<file path="src/rtl/alu_exec_unit_pkg.sv">
// Shared encodings for the ALU execute unit.
// Holds the main-control alu_op classes, the R-type funct codes, and the
// 4-bit ALU control codes used between alu_control and the datapath.
package alu_exec_unit_pkg;

  localparam int DATA_W = 32;

  // Main-control ALU classes
  localparam logic [1:0] ALU_OP_ADD   = 2'b00;
  localparam logic [1:0] ALU_OP_SUB   = 2'b01;
  localparam logic [1:0] ALU_OP_RTYPE = 2'b10;
  localparam logic [1:0] ALU_OP_RSVD  = 2'b11;

  // R-type funct field codes
  localparam logic [5:0] FUNCT_ADD = 6'b100000;
  localparam logic [5:0] FUNCT_SUB = 6'b100010;
  localparam logic [5:0] FUNCT_AND = 6'b100100;
  localparam logic [5:0] FUNCT_OR  = 6'b100101;
  localparam logic [5:0] FUNCT_SLT = 6'b101010;
  localparam logic [5:0] FUNCT_NOR = 6'b100111;
  localparam logic [5:0] FUNCT_SLL = 6'b000000;
  localparam logic [5:0] FUNCT_SRL = 6'b000010;

  // Decoded ALU operation codes
  typedef enum logic [3:0] {
    CTL_AND = 4'b0000,
    CTL_OR  = 4'b0001,
    CTL_ADD = 4'b0010,
    CTL_SUB = 4'b0110,
    CTL_SLT = 4'b0111,
    CTL_SLL = 4'b1000,
    CTL_SRL = 4'b1001,
    CTL_NOR = 4'b1100,
    CTL_INV = 4'b1111
  } alu_ctl_e;

endpackage

</file>
<file path="src/rtl/alu_exec_unit_alu_control.sv">
// ALU control decoder.
// Maps the main-control class (alu_op) and, for R-type, the funct field
// onto a 4-bit ALU operation code. Purely combinational.
// Ports:
//   alu_op  [1:0] in  : 00 add, 01 sub, 10 R-type, 11 reserved (treated as add)
//   funct   [5:0] in  : instruction bits [5:0]
//   alu_ctl [3:0] out : decoded ALU operation
module alu_control
  import alu_exec_unit_pkg::*;
(
  input  logic [1:0] alu_op,
  input  logic [5:0] funct,
  output logic [3:0] alu_ctl
);

  always_comb begin
    alu_ctl = CTL_ADD;
    unique case (alu_op)
      ALU_OP_ADD:   alu_ctl = CTL_ADD;
      ALU_OP_SUB:   alu_ctl = CTL_SUB;
      ALU_OP_RSVD:  alu_ctl = CTL_ADD;
      ALU_OP_RTYPE: begin
        case (funct)
          FUNCT_ADD: alu_ctl = CTL_ADD;
          FUNCT_SUB: alu_ctl = CTL_SUB;
          FUNCT_AND: alu_ctl = CTL_AND;
          FUNCT_OR:  alu_ctl = CTL_OR;
          FUNCT_SLT: alu_ctl = CTL_SLT;
          FUNCT_NOR: alu_ctl = CTL_NOR;
          FUNCT_SLL: alu_ctl = CTL_SLL;
          FUNCT_SRL: alu_ctl = CTL_SRL;
          default:   alu_ctl = CTL_INV;
        endcase
      end
      default: alu_ctl = CTL_ADD;
    endcase
  end

endmodule

</file>
<file path="src/rtl/alu_exec_unit.sv">
// Single-cycle execute stage: ALU control decode, operand select, ALU,
// zero detect, next-PC adders and the PC register.
// Ports:
//   clk, reset         : clock and asynchronous active-high reset
//   alu_op, funct      : ALU class and R-type function field
//   shamt              : shift amount for sll/srl
//   rd1, rd2, imm      : operand A, register rt value, sign-extended immediate
//   alu_src, branch    : operand B select (1 = imm), branch instruction flag
//   alu_ctl            : decoded ALU operation
//   result, zero       : ALU result and result==0 flag
//   pc, pc_plus4       : current PC and PC+4
//   branch_target      : pc_plus4 + (imm << 2)
module alu_exec_unit
  import alu_exec_unit_pkg::*;
#(
  parameter logic [31:0] RESET_PC = 32'h0000_0000
) (
  input  logic        clk,
  input  logic        reset,
  input  logic [1:0]  alu_op,
  input  logic [5:0]  funct,
  input  logic [4:0]  shamt,
  input  logic [31:0] rd1,
  input  logic [31:0] rd2,
  input  logic [31:0] imm,
  input  logic        alu_src,
  input  logic        branch,
  output logic [3:0]  alu_ctl,
  output logic [31:0] result,
  output logic        zero,
  output logic [31:0] pc,
  output logic [31:0] pc_plus4,
  output logic [31:0] branch_target
);

  logic [DATA_W-1:0]        op_b;
  logic signed [DATA_W-1:0] a_s;
  logic signed [DATA_W-1:0] b_s;
  logic [DATA_W-1:0]        imm_x4;

  alu_control u_alu_control (
    .alu_op  (alu_op),
    .funct   (funct),
    .alu_ctl (alu_ctl)
  );

  assign op_b = alu_src ? imm : rd2;
  assign a_s  = rd1;
  assign b_s  = op_b;

  always_comb begin
    result = '0;
    case (alu_ctl)
      CTL_AND: result = rd1 & op_b;
      CTL_OR:  result = rd1 | op_b;
      CTL_ADD: result = rd1 + op_b;
      CTL_SUB: result = rd1 - op_b;
      CTL_SLT: result = (a_s < b_s) ? 32'd1 : 32'd0;
      CTL_NOR: result = ~(rd1 | op_b);
      CTL_SLL: result = op_b << shamt;
      CTL_SRL: result = op_b >> shamt;
      default: result = '0;
    endcase
  end

  assign zero = (result == '0);

  // Shifting the full immediate drops imm[31:30] out of the 32-bit result.
  assign imm_x4        = imm << 2;
  assign pc_plus4      = pc + 32'd4;
  assign branch_target = pc_plus4 + imm_x4;

  // PC register stage
  always_ff @(posedge clk or posedge reset) begin
    if (reset) begin
      pc <= RESET_PC;
    end else if (branch && zero) begin
      pc <= branch_target;
    end else begin
      pc <= pc_plus4;
    end
  end

endmodule

</file>
<file path="config.mk">
export PLATFORM = sky130hd
export DESIGN_NAME = alu_exec_unit
export DESIGN_NICKNAME = d
export VERILOG_FILES = /design/src/rtl/alu_exec_unit_pkg.sv /design/src/rtl/alu_exec_unit_alu_control.sv /design/src/rtl/alu_exec_unit.sv
export SDC_FILE = /design/constraint.sdc
export NUM_CORES = 1
export LEC_CHECK = 0
export ABC_CLOCK_PERIOD_IN_PS = 10550
export CORE_ASPECT_RATIO = 0.75
export CORE_MARGIN = 2
export CORE_UTILIZATION = 50
export CTS_BUF_LIST = sky130_fd_sc_hd__clkbuf_4
export DETAILED_ROUTE_END_ITERATION = 7
export PLACE_DENSITY = 0.87
export SKIP_LAST_GASP = 1
export SLEW_MARGIN = 5
export SYNTH_ARGS = -nofsm -noshare
export SYNTH_HDL_FRONTEND = slang
export SYNTH_SLANG_ARGS = --single-unit
</file>
<file path="constraint.sdc">
create_clock -name clk -period 10.55 [get_ports clk]
set_input_delay 2.6375 -clock clk [delete_from_list [all_inputs] [get_ports clk]]
set_output_delay 2.6375 -clock clk [all_outputs]
set_load 0.02 [all_outputs]
</file>
Word-level counts from Yosys, hierarchy flattened --
Index checks and enable logic that the tools add are counted.
Word-level totals: bits in registers 32, latch bits 0, bits in writable memories 0, memory bits (read-only) 0, input bits 113, output and inout bits 133, word-level logic and storage cells 40, memories kept 0
Cells by class: add/sub/neg operators 4, multipliers 0, divide/modulo/power cells 0, order comparisons 1, equality and inequality tests 17, shifts and indexed selects 2, multiplexer cells 6, bitwise gates (word level) 3, reductions and logical operators 6
Operator list (number):
- one-hot mux 32 bit (8 select lines) | 1
- adder 32 bit | 2
- 2-to-1 mux 32 bit | 2
- equality test 6 bit, second input constant | 6
- adder 32 x 3 -> 32 bit, second input constant | 1
- AND 32 bit | 1
- logical NOT 32 bit | 1
- < comparator 32 bit | 1
- inverter 32 bit | 1
- bitwise OR 32 bit | 1
- one-hot mux 4 bit (8 select lines) | 1
- left shift 32 x 5 -> 32 bit | 1
- right shift 32 x 5 -> 32 bit | 1
- subtractor 32 bit | 1
- equality test 4 bit, second input constant | 3
- one-hot mux 4 bit (3 select lines) | 1
- equality test 4 x 3 -> 1 bit, second input constant | 2
- equality test 6 x 2 -> 1 bit, second input constant | 1
- logical NOT 6 bit | 1
- equality test 2 bit, second input constant | 2
- equality test 4 x 1 -> 1 bit, second input constant | 1
- equality test 4 x 2 -> 1 bit, second input constant | 1
- logical NOT 4 bit | 1
- equality test 2 x 1 -> 1 bit, second input constant | 1
- other kinds (4) | 4

Depth between registers and ports, before layout --
depth in word-level cells 8, depth in mapped cells 23, depth with buffers taken out 19

Hierarchy --
Synthesis repeated with hierarchy kept, for this count alone.
Unflattened totals: cell total of the unflattened synthesis 2029, area, all modules 15753.9 µm²
Modules (own cells, without submodules):
- alu_exec_unit | times used 1, cells an instance 2003, area an instance 15568.7 µm², seq. area each 750.7 µm²
- alu_control | times used 1, cells an instance 26, area an instance 185.2 µm², seq. area each 0.0 µm²

Worst setup path before layout --
No wires, ideal clock.
kind input to output, start point input alu_src, end point output zero, data arrival time 7.641 ns, required time 7.913 ns, path slack 0.271 ns, stages 20, path buffers 5, path through buf_6 > buf_6 > buf_2 > clkbuf_1 > clkbuf_1 > mux2i_1 > inv_1 > ha_1 > nor2b_1 > or4_1 > o21ai_1 > o221ai_1 > a211oi_1 > o41ai_1 > xnor2_1 > nand2_1 > o211ai_1 > or4b_2 > nor4_2 > and3_1
On the way: word-level cells in the longest chain between the ends 5, elaborated cells on any way between the ends 12, classes of those cells 2 x add/sub; 1 x order compare; 2 x shift; 3 x mux; 3 x bitwise; 1 x reduce/logical
Ends and longest elaborated chain:
- start: declaration | RTL line alu_exec_unit.sv:26 | input logic alu_src,
- 2-to-1 mux 32 bit (*) | RTL line alu_exec_unit.sv:47 | assign op_b = alu_src ? imm : rd2;
- parallel branches: the longest is 2 deep, another holds subtractor 32 bit
- one-hot mux 32 bit (8 select lines) (*) | RTL line alu_exec_unit.sv:53 | case (alu_ctl)
- net result[20] | RTL line alu_exec_unit.sv:29 | output logic [31:0] result,
- logical NOT 32 bit (*) | RTL line alu_exec_unit.sv:66 | assign zero = (result == '0);
- end: declaration | RTL line alu_exec_unit.sv:30 | output logic zero,
Mark *: on every way through the listed nets, which the timed path passes.

Worst setup path after layout --
start point input imm[0], end point output branch_target[30]
On the way: word-level cells in the longest chain between the ends 1
Ends and longest elaborated chain:
- start: declaration | RTL line alu_exec_unit.sv:25 | input logic [31:0] imm,
- adder 32 bit | RTL line alu_exec_unit.sv:71 | assign branch_target = pc_plus4 + imm_x4;
- end: declaration | RTL line alu_exec_unit.sv:33 | output logic [31:0] branch_target
No other way between the ends.

==> flow_summary_export.csv <==
group,metric,value,unit
sta,final_hold_viol_count,0,
floorplan,core,26200,um2
worst_setup_path,crit_chain,"clkdlybuf4s50_1 -> buf_4 -> ha_1 -> fa_1 -> a21o_1 -> a21oi_1 -> o211ai_1 -> a31oi_2 -> o21ai_0 -> a41oi_2 -> a21boi_0 -> o2111ai_2 -> a311oi_1 -> a2111oi_0 -> buf_4 -> a21oi_1 -> xor2_1 -> clkdlybuf4s50_1",
global_route,antenna_found_initial,3,
logic_synthesis,ys_seq_area_frac,0.0559,
floorplan,die_w,193,um
clock_network,h-tree-depth,2,
worst_setup_path,critPathTopFamily,"compound AO/OA/AOI/OAI gates",
logic_synthesis,synth_ff_type,"dfrtp_1",
logic_synthesis,syn_inst,1891,
floorplan,rows,51,
detailed_routing,drt-total-wl,63.8,mm
pwr,power,1.34,mW
global_route,grt_start_max_net_pins,56,
clock_network,cts_root_buffer,"clkbuf_4",
worst_setup_path,crit_path_start_kind,"input port",
worst_setup_path,crit_fanout,3,
logic_synthesis,netlist.area_leader.share,0.125,
global_route,grt_pass1_vias,15822,
detailed_routing,via_per_inst,6.83,
finish,fillCellCount,2291,
global_route,grt_pass1_wl,95.4,mm
floorplan,design.die.area,28200,um2
detailed_routing,drtAntennaViolNets,0,
finish,largest_reg_flops,30,
detailed_routing,post_drt_wl_per_cell,25.2,um
placement,dp_hpwl,52.2,mm
detailed_routing,drt_iter0_markers,2568,
finish,area_growth,27.4,%
worst_setup_path,worstPathArrival,7.72,ns
pwr,power.density,78.5,nW/um2
placement,gp_congestion,1.07,
placement,dp_cells,2523,
worst_setup_path,slowest_stage,"clkdlybuf4s50_1",
finish,largest_registers,"pc: 30 flops",
worst_setup_path,timing.critical_path.buf_inv,4,
outcome,status,"finished, final reports clean",
placement,port_buffers,239,
floorplan,design.portCount,246,
logic_synthesis,ys_ff_latch,30,
logic_synthesis,synth_area,13400,um2
pwr,power_leakage,7.54,nW
clock_network,clk_pin_slew,0.11,ns
sta,setup_viol,0,
logic_synthesis,synth_edf_count,0,
floorplan,die_h,146,um
logic_synthesis,synthArstFlopShare,1.00,
sta,fin_worst_skew,0.00908,ns
global_route,grt.total_usage,0.426,
clock_network,tritoncts,"yes",
clock_network,cts-hold-fix-buffers,0,
detailed_routing,route.vias.total,17305,
finish,finalNetCount,2437,
sta,fmax,96.6,MHz
clock_network,postCtsSetupBuffers,0,
logic_synthesis,synth_top_area_cell,"ha_1",
finish,final-seq-area,751,um2
clock_network,cts_num_sinks,30,
worst_setup_path,crit_required,7.91,ns
floorplan,initial_core_util,0.513,
sta,slew_headroom,0.176,
sta,worst_slew_pin_slew,1.22,ns
detailed_routing,dr.pass1.iters,6,
logic_synthesis,syn_area_per_cell,7.10,um2
finish,fin_cells,2533,
clock_network,cts_buffers,5,
finish,top_register,"pc",
sta,fin_crit_sh,0.982,
min_path,hold_path_class,"flip-flop to flip-flop",
clock_network,ctsLongestPathBuffers,2,
pwr,ir_drop,0.000136,V
clock_network,clock_latency,0.38,ns
logic_synthesis,netlist_top_cells_count,"177 x nand2_1, 176 x nor2_1, 139 x a21oi_1, 134 x ha_1, 122 x inv_1",
logic_synthesis,synth_cell_types,98,
worst_setup_path,slowest_delay,0.65,ns
logic_synthesis,synth.most_common_cell,"nand2_1",
detailed_routing,drc,0,
logic_synthesis,yosys-top-cells-area,"ha_1 12%, dfrtp_1 5.6%, mux2i_1 5.3%",
sta,period_minus_slack,10.36,ns
logic_synthesis,ys.warnings.count,0,
sta,maxSlewViolCount,0,
worst_setup_path,endpoint_kind,"output port",
finish,multiInputGateArea,11700,um2
flow_run,cap_violations,0,
finish,drive_gt1_frac,0.132,
global_route,grt-ovfl-total,0,
sta,whs,0.742,ns
worst_setup_path,path_class,"input port to output port",
metrics by stage:
step | worst slack (ns) | area (um2) | utilization | TNS, ns
detailed placement | -0.0375 | 17000 | 0.649 | -0.0375
global placement | 0.0299 | 17000 | 0.649 | 0
floorplan | 0.271 | 13400 | - | 0
CTS | 0.0445 | 17000 | 0.651 | 0
global route | -0.00440 | 17100 | 0.653 | -0.00440
finish | 0.193 | 17100 | 0.654 | 0
metal layers:
metal  track usage  part of all wire  vias to the layer above
li1              -                 -                     7630
met1         0.598              0.41                     8108
met2         0.649              0.43                     1386
met3        0.0962              0.13                      181
met4         0.123             0.033                        0
met5             0                 0                        -
cells in the final DEF (no fill, tap or decap), drive strengths merged, types with 16 or more instances in the layout:
cell type	count
nor3	33
buf	163
mux2i	71
nand2	177
ha	134
mux4	18
o211ai	35
mux2	61
clkdlybuf4s50	236
inv	124
nand4	21
a22oi	21
o22ai	28
a21o	22
nor2b	23
nor2	176
dfrtp	30
a221oi	22
nand3	60
o21ai	111
a21oi	139
xnor2	64
nor4	24
and3	22
nand2b	48
xor2	26
a31oi	17
a211oi	16
cell families (layout without fill, tap and decap cells):
kind of cell,after synthesis,count (layout),share of synthesized area
muxes,150,150,0.143
buffers and inverters,243,534,0.0762
xor gates and xnor gates,90,90,0.0587
and+or+nand+nor,645,645,0.234
other,1,8,0.000279
DFF,30,30,0.0559
AOI/OAI and AO/OA,595,595,0.303
adders and majority gates,137,137,0.129
power by group:
group	internal (mW)	switching, mW
logic	0.467	0.670
clock network	0.0240	0.0534
registers	0.120	0.00788
worst register-to-register path: cells and delay by family (launching register included):
kind	cells	cell delay (ns)
AO/OA/AOI/OAI	9	2.18
AND/OR/NAND/NOR	4	0.70
adder cells (fa/ha/maj)	2	0.58
XOR/XNOR	2	0.52
flip-flops	1	0.46
multiplexers	1	0.27
buffers and inverters	1	0.19
final timing paths:
kind,cells past startpoint,to,start,slack (ns)
min reg2reg,3,pc[31],pc[31],0.74
min,3,pc[31],pc[31],0.74
max,18,branch_target[30],imm[0],0.19
min in group asynchronous,3,pc[26],reset,2.64
max reg2reg,19,pc[30],pc[2],5.53
max in group asynchronous,3,pc[6],reset,7.59
what timing repair did:
| action | in CTS | in global routing |
|---|---|---|
| resized for setup | 1 | 13 |
| endpoints found under the setup margin | 1 | 3 |
| pin swaps | 0 | 1 |
layout make-up:
cell class	count	share of cell area
inverters	126	0.0277
clock inverters	2	0.000585
repair buffers	401	0.214
flip-flops and latches	30	0.0439
multi-input cells	1623	0.686
clock buffers	5	0.00220
well taps	344	0.0252
diodes	2	0.000293
Power figures use the tool's default switching activity.
